==> config.mk <==
export PLATFORM = sky130hd
export DESIGN_NAME = fetch_controller
export DESIGN_NICKNAME = d
export VERILOG_FILES = /design/src/rtl/fetch_controller.sv
export SDC_FILE = /design/constraint.sdc
export NUM_CORES = 1
export LEC_CHECK = 0
export BUFFER_PORTS_ARGS = -buffer_cell sky130_fd_sc_hd__buf_4
export CORE_AREA = 3 3 144 104
export CTS_BUF_LIST = sky130_fd_sc_hd__clkbuf_4 sky130_fd_sc_hd__clkbuf_8
export DETAILED_ROUTE_END_ITERATION = 6
export DIE_AREA = 0 0 147 107
export PLACE_DENSITY = 0.86
export SLEW_MARGIN = 10
export SYNTH_ARGS = -nofsm -noshare
export SYNTH_HDL_FRONTEND = slang
export SYNTH_SLANG_ARGS = --single-unit
==> constraint.sdc <==
create_clock -name clk -period 3.8 [get_ports clk]
set_input_delay 0.76 -clock clk [delete_from_list [all_inputs] [get_ports clk]]
set_output_delay 0.76 -clock clk [all_outputs]
set_load 0.005 [all_outputs]
==> src/rtl/fetch_controller.sv <==
// fetch_controller: instruction fetch sequencer with PC, valid/ready output stage and redirect
//   clk, reset        - clock, synchronous active-high reset
//   redirect_valid/pc - load a new byte PC (branch/jump), highest priority
//   imem_req/addr     - fetch request and word index (pc >> 2)
//   imem_rdata/valid  - instruction word and its valid strobe from program memory
//   inst_valid/ready  - output handshake for inst_out / inst_pc
//   fetch_fault       - misaligned redirect trap (only with FETCH_MISALIGN_TRAP_EN)
// Optional macro FETCH_MISALIGN_TRAP_EN enables the HALT state on misaligned redirects.
module fetch_controller #(
    parameter logic [63:0] RESET_PC = 64'h0
) (
    input  logic        clk,
    input  logic        reset,
    input  logic        redirect_valid,
    input  logic [63:0] redirect_pc,
    output logic        imem_req,
    output logic [63:0] imem_addr,
    input  logic [31:0] imem_rdata,
    input  logic        imem_valid,
    output logic        inst_valid,
    input  logic        inst_ready,
    output logic [31:0] inst_out,
    output logic [63:0] inst_pc,
    output logic        fetch_fault
);
`ifdef FETCH_MISALIGN_TRAP_EN
    typedef enum logic [1:0] {IDLE, FETCH, HOLD, HALT} state_t;
`else
    typedef enum logic [1:0] {IDLE, FETCH, HOLD} state_t;
`endif
    state_t      state, state_n;
    logic [63:0] pc, pc_n, inst_pc_n;
    logic [31:0] inst_out_n;
    logic        inst_valid_n, redirect, accept;
    assign redirect  = redirect_valid && (state == FETCH || state == HOLD);
    assign imem_req  = state == FETCH && !redirect_valid && (!inst_valid || inst_ready);
    assign accept    = imem_req && imem_valid;
    assign imem_addr = {2'b00, pc[63:2]};
`ifdef FETCH_MISALIGN_TRAP_EN
    assign fetch_fault = state == HALT;
`else
    assign fetch_fault = 1'b0;
`endif
    always_ff @(posedge clk) begin
        if (reset) begin
            state      <= IDLE;
            pc         <= RESET_PC;
            inst_valid <= 1'b0;
            inst_out   <= '0;
            inst_pc    <= '0;
        end else begin
            state      <= state_n;
            pc         <= pc_n;
            inst_valid <= inst_valid_n;
            inst_out   <= inst_out_n;
            inst_pc    <= inst_pc_n;
        end
    end
    always_comb begin
        state_n      = state;
        pc_n         = pc;
        inst_valid_n = inst_valid;
        inst_out_n   = inst_out;
        inst_pc_n    = inst_pc;
        if (state == IDLE) begin
            state_n = FETCH;
        end else if (redirect) begin
            inst_valid_n = 1'b0;
`ifdef FETCH_MISALIGN_TRAP_EN
            pc_n    = redirect_pc;
            state_n = |redirect_pc[1:0] ? HALT : FETCH;
`else
            pc_n    = redirect_pc & ~64'd3;
            state_n = FETCH;
`endif
        end
`ifdef FETCH_MISALIGN_TRAP_EN
        else if (state == HALT) begin
            state_n = HALT;
        end
`endif
        else begin
            if (accept) begin
                inst_out_n   = imem_rdata;
                inst_pc_n    = pc;
                inst_valid_n = 1'b1;
                pc_n         = pc + 64'd4;
            end else if (inst_valid && inst_ready) begin
                inst_valid_n = 1'b0;
            end
            // a stalled consumer parks the FSM in HOLD; accept implies no stall
            state_n = (inst_valid && !inst_ready) ? HOLD : FETCH;
        end
    end
endmodule
# Word-level counts from Yosys, hierarchy flattened
# Cells that the tools add are included.
# word_totals
input_bits,101
register_bits,163
# classes
eq_ne,2
n_reduce_logical,18
n_bitwise,2
add_sub_neg,1
mux,8
# ops
op,n
two-way mux 64 bit,2
adder 64 x 3 -> 64 bit (second input constant),1
logical AND 1 bit,6
two-way mux 1 bit,5
AND reduction 2 bit,2
logical NOT 1 bit,3
AND reduction 3 bit,1
nonzero test 3 bit,1
OR reduction 3 bit,1
equality test 2 x 1 -> 1 bit (second input constant),1
equality test 2 bit (second input constant),1
logical NOT 2 bit,1
logical OR 1 bit,2
two-way mux 2 bit,1
NOT 1 bit,2
nonzero test 2 bit,1

# Depth between registers and ports, before layout
# Gate-level depths: netlist (run 1).
# logic_depth
word_depth,6
depth_mapped,11
mapped_depth_nobuf,8

# Worst setup path after synthesis (run 1)
# No wires, ideal clock.
# synth_timing
path_type,register to register
start,register pc[2]
end,register pc[58]
slack_ps,1292
setup_time_ps,74
arrival_ps,2434
stages_incl_launch_ff,9
cell_sequence,dfxtp_1 -> ha_1 -> nand4_1 -> or4_1 -> buf_2 -> nor3_4 -> nand4_2 -> or4_1 -> a31oi_1
# synth_between
elab_chain_cells,3
# synth_rtl
element,line,source
"start, declared",32,"logic [63:0] pc, pc_n, inst_pc_n;"
"start signal, assigned",53,pc <= pc_n;
adder 64 x 3 -> 64 bit,87,pc_n = pc + 64'd4;
two-way mux 64 bit,83,if (accept) begin
two-way mux 64 bit,67,end else if (redirect) begin
# Every way passes these cells. The select of a mux whose other input is x is not followed.
# A chain may end at the register's enable or synchronous reset.

# Worst setup path after layout (run 1)
# layout_timing
start,register pc[2]
end,register pc[60]
# The elaborated chain is that of the path after synthesis.

==> impl_metrics.tcl, run 1 <==
set metrics [dict create \
    status "finished, final reports clean" \
    io_pins 264 \
    max_cap_violations 0 \
    synth_top_cell_by_area "dfxtp_1" \
    finalMaxSlewViolations 0 \
    die-height_um 107 \
    antenna_cells 0 \
    timing.final.crit_share 0.8459 \
    fin_util 0.7180 \
    ctsResizeCount 0 \
    io_buffer_count 256 \
    cp.arrival_ns 3.56 \
    path_max_fanout 8 \
    synth_edf_count 0 \
    cts.path.max_buffers 2 \
    vdd_drop_max_mv 0.2197 \
    overflow 0 \
    die_w_um 147 \
    ys_ff_latch 159 \
    power.leakage_nw 3.836 \
    viasPerCell 5.995 \
    hold_buffers 0 \
    rsz0062_at_grt "no" \
    crit_required_ns 4.15 \
    grt_usage 0.3126 \
    criticalPathCategory "reg -> reg" \
    regArea_sq_um 3183 \
    nets 1324 \
    post_route_cells_drive_above_1_share 0.2620 \
    start_util 0.5432 \
    grt_pass1_wl_mm 40.50 \
    final_antenna_net_count 0 \
    hold_viol_final 0 \
    core-area_sq_um 13780 \
    p_total_w 0.003504 \
    drt_wl_total_mm 25.49 \
    dieArea_sq_um 15730 \
    relSlewSlack 0.4737 \
    fmax_ghz 0.3111 \
    ys_top_cells_by_area "dfxtp_1, nand2_1, a21oi_1" \
    grt_antenna_before_repair 0 \
    p_switching_w 0.0009435 \
    dr.pass1.iters 6 \
    synth_top_area_frac 0.4251 \
    postCtsSetupBuffers 0 \
    intPower_w 0.002560 \
    dp.cells 1391 \
    synth_seq_area_share 0.4251 \
    end_kind "flip-flop" \
    cts_made_buffers 17 \
    cts_tree "yes" \
    drc 0 \
    setup_violations 0 \
    vias 8531 \
    mostFrequentLayoutCells "buf_4, nand2_1, dfxtp_1, a21oi_1, nor2_1" \
    final_cell_area_sq_um 9896 \
    pwr-share-comb 0.112 \
    fillCellCount 1130 \
    async_reset_ff_frac 0 \
    area_growth_syn_to_layout_pct 32.17 \
    setup_tns_ns 0 \
    clk_latency_ns 0.46 \
    ys.warnings.count 0 \
    synthDistinctLibCells 56 \
    wire_per_inst_um 17.91 \
    switching_share 0.2693 \
    worst_pin_slew_ns 0.7822 \
    gp_congestion 0.9517 \
    hp-class "reg -> reg" \
    place_area_sq_um 9480 \
    cts.sinks 159 \
    cts_max_level 4 \
    period_minus_slack_ns 3.215 \
    syn_avg_cell_area_sq_um 7.435 \
    p_per_area_nw_per_um2 354.1 \
    multi_input_area_sq_um 3976 \
    hpwl_mm 17.95 \
    first_iter_violations 937 \
    grt_max_degree 74 \
    postSynthCellCount 1007 \
    final_cells 1423 \
    final_common_cell "buf_4" \
    p_seq_frac 0.514 \
    num_rows 36 \
    clock_skew_ns 0.01632 \
    clk_pin_slew_ns 0.09 \
    netlist_area_sq_um 7487 \
    start_kind "flip-flop" \
    first_global_vias 7760 \
    synth_flop_cell "dfxtp_1" \
    p_clk_frac 0.374 \
    clockRootBuffer "clkbuf_8" \
]
==> power by group through the flow <==
stage / clock network, W / logic (W) / registers (W)
global route: 0.00138 / 0.000431 / 0.00181
global placement: 0 / 0.000381 / 0.00183
finish: 0.00131 / 0.000394 / 0.00180
detailed placement: 0 / 0.000390 / 0.00183
floorplan: 0 / 0.000193 / 0.00181
CTS: 0.00132 / 0.000392 / 0.00180
==> kinds of logic after synthesis <==
| family | count (synthesis) | share of synthesized area |
|---|---|---|
| mux | 12 | 0.01654 |
| simple gates | 480 | 0.2991 |
| compound gates | 262 | 0.2051 |
| other cells | 1 | 0.0005009 |
| flops | 159 | 0.4251 |
| buf+inv | 90 | 0.04863 |
| fa+ha+maj | 3 | 0.005014 |
==> final cells by class <==
| cell class | count | area share |
|---|---|---|
| well taps | 190 | 0.02402 |
| repair buffers | 275 | 0.2086 |
| flip-flops and latches | 159 | 0.3217 |
| clock inverters | 11 | 0.01340 |
| clock buffers | 21 | 0.02858 |
| multi-input cells | 762 | 0.4018 |
| inverters | 5 | 0.001897 |
==> registers in the layout, summed over array words and instances, names as in the netlist <==
register,count
inst_pc,62
pc,62
inst_out,32
state,2
inst_valid,1
==> per-layer routing <==
metal | up-vias | global-route usage | wire, um
li1 | 4004 | - | -
met1 | 3969 | 0.4331 | 10630
met2 | 501 | 0.4919 | 11590
met3 | 57 | 0.07562 | 2818
met4 | 0 | 0.08245 | 449
met5 | - | 0 | 0
==> critical path, cell delays in order, from the launching register on <==
cell,delay (ns)
dfxtp_1,0.47
ha_1,0.29
nand4_1,0.24
or4_1,0.78
nor4_1,0.63
nand2b_1,0.19
a22o_1,0.21
a211o_1,0.28
==> path summary, 6_finish.rpt <==
path                                                from                  endpoint  slack [ns]  depth (start not counted)
worst max register to register        pc[2]$_SDFFE_PP0P_       pc[60]$_SDFFE_PP0P_        0.59                          7
worst max-delay path                  pc[2]$_SDFFE_PP0P_       pc[60]$_SDFFE_PP0P_        0.59                          7
worst min register to register  inst_pc[34]$_SDFFE_PP0P_  inst_pc[34]$_SDFFE_PP0P_        0.46                          2
worst min-delay path            inst_pc[34]$_SDFFE_PP0P_  inst_pc[34]$_SDFFE_PP0P_        0.46                          2
==> metrics by stage <==
stage | worst slack [ns] | hold slack [ns]
2_1_floorplan | 1.292 | 0.4527
3_3_place_gp | 0.8077 | 0.4421
3_5_place_dp | 0.7234 | 0.4466
4_1_cts | 0.6998 | 0.4581
5_1_grt | 0.4313 | 0.4715
6_report | 0.5855 | 0.4568
==> cell usage after synthesis (all sizes together) (9+ instances only) <==
master	n
and3	18
dfxtp	159
nand3	47
a21oi	143
clkbuf	60
o22ai	13
buf	25
nor2	53
o31ai	10
mux2i	9
a31oi	12
nor3	23
nor4	15
nand4	29
o21ai	31
a22oi	15
nand2	248
Note: power is estimated with default switching activity, not from simulation.
==> inputs of run 2 (changes only) <==
- CORE_AREA: 3 3 144 104 -> 3 3 148 107
- DIE_AREA: 0 0 147 107 -> 0 0 151 110
- PLACE_DENSITY: 0.86 -> 0.82
- clock period: 3.8 -> 3.4 ns (I/O delays scaled with it)
==> run 2 against run 1 <==
Final cell count is 0.91% higher. Combinational power increased by 15%. Global-route usage fell by 2.3 points. Utilization down 3.0 points. Design area increased by 1.0%. First-iteration DRC count is 8.8% lower. Critical path depth did not move. Fmax increased by 2.5%. Highest routed layer unchanged. Die area is 5.6% higher. Flip-flop and latch count stayed put. Non-clock buffer count increased by 8. Worst setup slack lost 0.32 ns.
==> impl_metrics.tcl, run 2 (synthesis results as in run 1) <==
set metrics [dict create \
    start_kind "flip-flop" \
    num_rows 37 \
    cts_max_level 4 \
    clockRootBuffer "clkbuf_8" \
    vdd_drop_max_mv 0.2183 \
    cts.path.max_buffers 2 \
    viasPerCell 5.839 \
    whs_ns 0.4570 \
    min_to "inst_out[10]$_SDFFE_PP0P_" \
    post_route_cells_drive_above_1_share 0.2667 \
    wire_per_inst_um 17.50 \
    area_growth_syn_to_layout_pct 33.51 \
    postCtsSetupBuffers 0 \
    grt_max_degree 71 \
    status "finished, final reports clean" \
    reg2reg_to "pc[60]$_SDFFE_PP0P_" \
    gp_congestion 0.8918 \
    fin_ws_ns 0.2636 \
    worst_pin_slew_ns 0.7681 \
    grt_usage 0.2895 \
    cts_made_buffers 17 \
    hold_buffers 0 \
    dr.pass1.iters 5 \
    final_antenna_net_count 0 \
    criticalPathCategory "reg -> reg" \
    cp.arrival_ns 3.49 \
    r2r_start "pc[3]$_SDFFE_PP0P_" \
    end_kind "flip-flop" \
    path_max_fanout 7 \
    power.leakage_nw 3.901 \
    drc 0 \
    final_cells 1436 \
    reg_top3 "inst_pc: 62 flops, pc: 62 flops, inst_out: 32 flops" \
    clk_latency_ns 0.46 \
    vias 8385 \
    grt_antenna_before_repair 0 \
    antenna_cells 0 \
    cts.sinks 159 \
    hold_viol_final 0 \
    hp-start "inst_out[10]$_SDFFE_PP0P_" \
    dieArea_sq_um 16610 \
    setup_tns_ns 0 \
    die_w_um 151 \
    clk_pin_slew_ns 0.09 \
    start_util 0.5151 \
    io_pins 264 \
    min_path_cells 2 \
    period_minus_slack_ns 3.136 \
    overflow 0 \
    rsz0062_at_grt "no" \
    io_buffer_count 256 \
    max_cap_violations 0 \
    core-area_sq_um 14540 \
    worst_path_largest_cell_delay_ns 0.76 \
    first_iter_violations 855 \
    dp_slack_ns 0.3982 \
    ctsResizeCount 0 \
    finalMaxSlewViolations 0 \
    reg2reg_depth 7 \
    cpMaxStageDelayCell "or4_1" \
    grt_pass1_wl_mm 38.52 \
    cts_tree "yes" \
    reg2reg_setup_slack_ns 0.26 \
    clock_skew_ns 0.01422 \
    timing.final.crit_share 0.9225 \
    hpwl_mm 17.64 \
    first_global_vias 7240 \
    fmax_ghz 0.3188 \
    p_per_area_nw_per_um2 402.8 \
    mostFrequentLayoutCells "buf_4, nand2_1, dfxtp_1, a21oi_1, nor2_1" \
    final_common_cell "buf_4" \
    setup_violations 0 \
    dp.cells 1404 \
    crit_required_ns 3.75 \
    hp-class "reg -> reg" \
    drt_wl_total_mm 25.14 \
    p_total_w 0.004026 \
    die-height_um 110 \
    cp_cell_sequence "ha_1 -> nand4_1 -> or4_1 -> nor4_1 -> nand2b_1 -> a22o_1 -> a211o_1" \
    relSlewSlack 0.4879 \
    nets 1332 \
]
[run 2: worst max path at each step]
stage	start	endpoint	slack (ns)	depth (start not counted)
3_5_place_dp	pc[3]$_SDFFE_PP0P_	pc[60]$_SDFFE_PP0P_	0.40	7
5_1_grt	pc[3]$_SDFFE_PP0P_	pc[58]$_SDFFE_PP0P_	0.14	7
2_1_floorplan	pc[2]$_SDFFE_PP0P_	pc[58]$_SDFFE_PP0P_	0.89	8
3_3_place_gp	pc[3]$_SDFFE_PP0P_	pc[60]$_SDFFE_PP0P_	0.50	7
6_report	pc[3]$_SDFFE_PP0P_	pc[60]$_SDFFE_PP0P_	0.26	7
4_1_cts	pc[3]$_SDFFE_PP0P_	pc[60]$_SDFFE_PP0P_	0.35	7
[run 2: final cells by class]
type | count | area (sq um)
fillers | 1218 | 4541
well taps | 195 | 244.0
clock buffers | 19 | 249.0
clock inverters | 13 | 187.7
multi-input cells | 762 | 3976
flip-flops and latches | 159 | 3183
repair buffers | 283 | 2137
inverters | 5 | 18.77
[run 2: report_power, final]
part           leakage [nW]  switching, W  internal, W  total (W)
sequential             1.29     0.0000896      0.00192    0.00200
clock                 0.214      0.000746     0.000820    0.00157
combinational          2.40      0.000226     0.000229   0.000455
total                  3.90       0.00106      0.00296    0.00403
[run 2: metrics by stage]
stage	util	area [sq um]
floorplan	-	7502
global placement	0.6576	9559
detailed placement	0.6576	9559
CTS	0.6876	9996
global route	0.6876	9996
finish	0.6876	9996
[run 2: metal layers]
layer,part of all wire,global-route usage
met5,0,0
met3,0.11,0.07111
met4,0.011,0.06339
met1,0.44,0.4278
met2,0.44,0.4285
[run 2: critical path, delay by kind of cell, from the launching register on]
family	cells	cell delay [ns]
fa+ha+maj	1	0.28
compound gates	2	0.50
simple gates	4	1.79
flops	1	0.46
==> inputs of run 3 (changes only) <==
- BUFFER_PORTS_ARGS: -buffer_cell sky130_fd_sc_hd__buf_4 -> not set
- CORE_AREA: 3 3 148 107 -> 3 3 144 104
- DIE_AREA: 0 0 151 110 -> 0 0 147 107
- DONT_BUFFER_PORTS: not set -> 1
- PLACE_DENSITY: 0.82 -> 0.69
==> run 3 against run 2 <==
The flow now finishes with violations (DRC). Sequential power about the same. Non-clock buffer count decreased by 257. Final cell count decreased by 18%. Clock power decreased by 6%. Clock-buffer cell count increased by 1.
==> impl_metrics.tcl, run 3 (synthesis results as in run 1) <==
set metrics [dict create \
    grt_pass1_wl_mm 36.47 \
    finalMaxSlewViolations 0 \
    core-area_sq_um 13780 \
    p_per_area_nw_per_um2 465.4 \
    dp.cells 1142 \
    status "finished, violations left" \
    min_to "inst_out[31]$_SDFFE_PP0P_" \
    vdd_drop_max_mv 0.2785 \
    grt_antenna_before_repair 0 \
    first_global_vias 6476 \
    dieArea_sq_um 15730 \
    cts.sinks 159 \
    setup_tns_ns 0 \
    final_cells 1175 \
    wire_per_inst_um 19.95 \
    final_antenna_net_count 0 \
    gp_congestion 0.8545 \
    clk_pin_slew_ns 0.09 \
    die-height_um 107 \
    start_kind "flip-flop" \
    relSlewSlack 0.5642 \
    violations "DRC" \
    worst_pin_slew_ns 0.6488 \
    reg2reg_depth 7 \
    grt_usage 0.2881 \
    min_path_cells 1 \
    overflow 0 \
    mostFrequentLayoutCells "nand2_1, dfxtp_1, a21oi_1, nor2_1, nand3_1" \
    setup_violations 0 \
    final_common_cell "nand2_1" \
    end_kind "flip-flop" \
    first_iter_violations 852 \
    hpwl_mm 15.90 \
    r2r_start "pc[3]$_SDFFE_PP0P_" \
    grt_max_degree 164 \
    reg_top3 "inst_pc: 62 flops, pc: 62 flops, inst_out: 32 flops" \
    post_route_cells_drive_above_1_share 0.07622 \
    io_buffer_count 0 \
    drc 4 \
    ctsResizeCount 0 \
    die_w_um 147 \
    path_max_fanout 7 \
    crit_required_ns 3.78 \
    drt_wl_total_mm 23.45 \
    area_growth_syn_to_layout_pct 7.219 \
    start_util 0.5432 \
    period_minus_slack_ns 3.059 \
    dr.pass1.iters 7 \
    num_rows 36 \
    criticalPathCategory "reg -> reg" \
    viasPerCell 6.203 \
    clock_skew_ns 0.01519 \
    reg2reg_to "pc[58]$_SDFFE_PP0P_" \
    cp.arrival_ns 3.44 \
    fmax_ghz 0.3269 \
    clk_latency_ns 0.46 \
    cts.path.max_buffers 2 \
    io_pins 264 \
    hp-start "reset" \
    hold_buffers 0 \
    cts_tree "yes" \
    vias 7289 \
    rsz0062_at_grt "no" \
    power.leakage_nw 2.555 \
    nets 1075 \
    cts_max_level 4 \
    max_cap_violations 0 \
    cts_made_buffers 17 \
    clockRootBuffer "clkbuf_8" \
    hold_viol_final 0 \
    reg2reg_setup_slack_ns 0.34 \
    postCtsSetupBuffers 0 \
    hp-class "in -> reg" \
    timing.final.crit_share 0.8998 \
]
-- run 3: cell types whose count changed in the layout (fill, tap and decap cells not counted), sizes merged --
cell,change
inv,+4
clkinv,-3
bufinv,-2
diode,+1
buf,-257
clkbuf,+1
-- run 3: final cells by class --
| type | count | area (sq um) |
|---|---|---|
| fillers | 1346 | 5756 |
| multi-input cells | 762 | 3979 |
| flip-flops and latches | 159 | 3183 |
| clock buffers | 20 | 262.8 |
| well taps | 190 | 237.7 |
| repair buffers | 26 | 195.2 |
| clock inverters | 12 | 148.9 |
| inverters | 5 | 18.77 |
| diodes | 1 | 2.502 |
-- run 3: where the power goes --
part / total (W) / switching [W] / leakage [nW] / internal [W]
clock network: 0.00147 / 0.000766 / 0.202 / 0.000708
registers: 0.00202 / 0.000102 / 1.29 / 0.00192
logic: 0.000245 / 0.000150 / 1.07 / 0.0000951
-- run 3: per-layer routing --
metal	vias up	track usage	routed length, um
li1	3496	-	-
met1	3400	0.4221	10280
met2	376	0.4032	10110
met3	17	0.09632	2872
met4	0	0.07779	187
met5	-	0	0
-- run 3: worst max-delay path by stage --
stage | start | endpoint | slack [ns] | cells after the start
after floorplan | pc[2]$_SDFFE_PP0P_ | pc[58]$_SDFFE_PP0P_ | 0.89 | 8
after global placement | pc[3]$_SDFFE_PP0P_ | pc[58]$_SDFFE_PP0P_ | 0.43 | 7
after detailed placement | pc[3]$_SDFFE_PP0P_ | pc[60]$_SDFFE_PP0P_ | 0.40 | 7
after CTS | pc[3]$_SDFFE_PP0P_ | pc[58]$_SDFFE_PP0P_ | 0.37 | 7
after global routing | pc[3]$_SDFFE_PP0P_ | pc[60]$_SDFFE_PP0P_ | 0.22 | 7
final | pc[3]$_SDFFE_PP0P_ | pc[58]$_SDFFE_PP0P_ | 0.34 | 7
-- run 3: critical path, stage by stage, from the launching register on --
cell and delay, ns:
dfxtp_1 0.47, ha_1 0.29, nand4_1 0.23, or4_1 0.77, nor3_4 0.43, nand4_2 0.20
or4_1 0.43, a31oi_1 0.16
-- run 3: per-stage QoR --
step / instance area, sq um / power [W] / setup slack [ns] / hold slack (ns) / utilization
2_1_floorplan: 7502 / 0.002238 / 0.8915 / 0.4527 / -
3_3_place_gp: 7614 / 0.002296 / 0.4346 / 0.4558 / 0.5524
3_5_place_dp: 7614 / 0.002301 / 0.3962 / 0.4602 / 0.5524
4_1_cts: 8025 / 0.003762 / 0.3736 / 0.2640 / 0.5822
5_1_grt: 8025 / 0.003871 / 0.2219 / 0.2677 / 0.5822
6_report: 8028 / 0.003736 / 0.3407 / 0.2774 / 0.5824
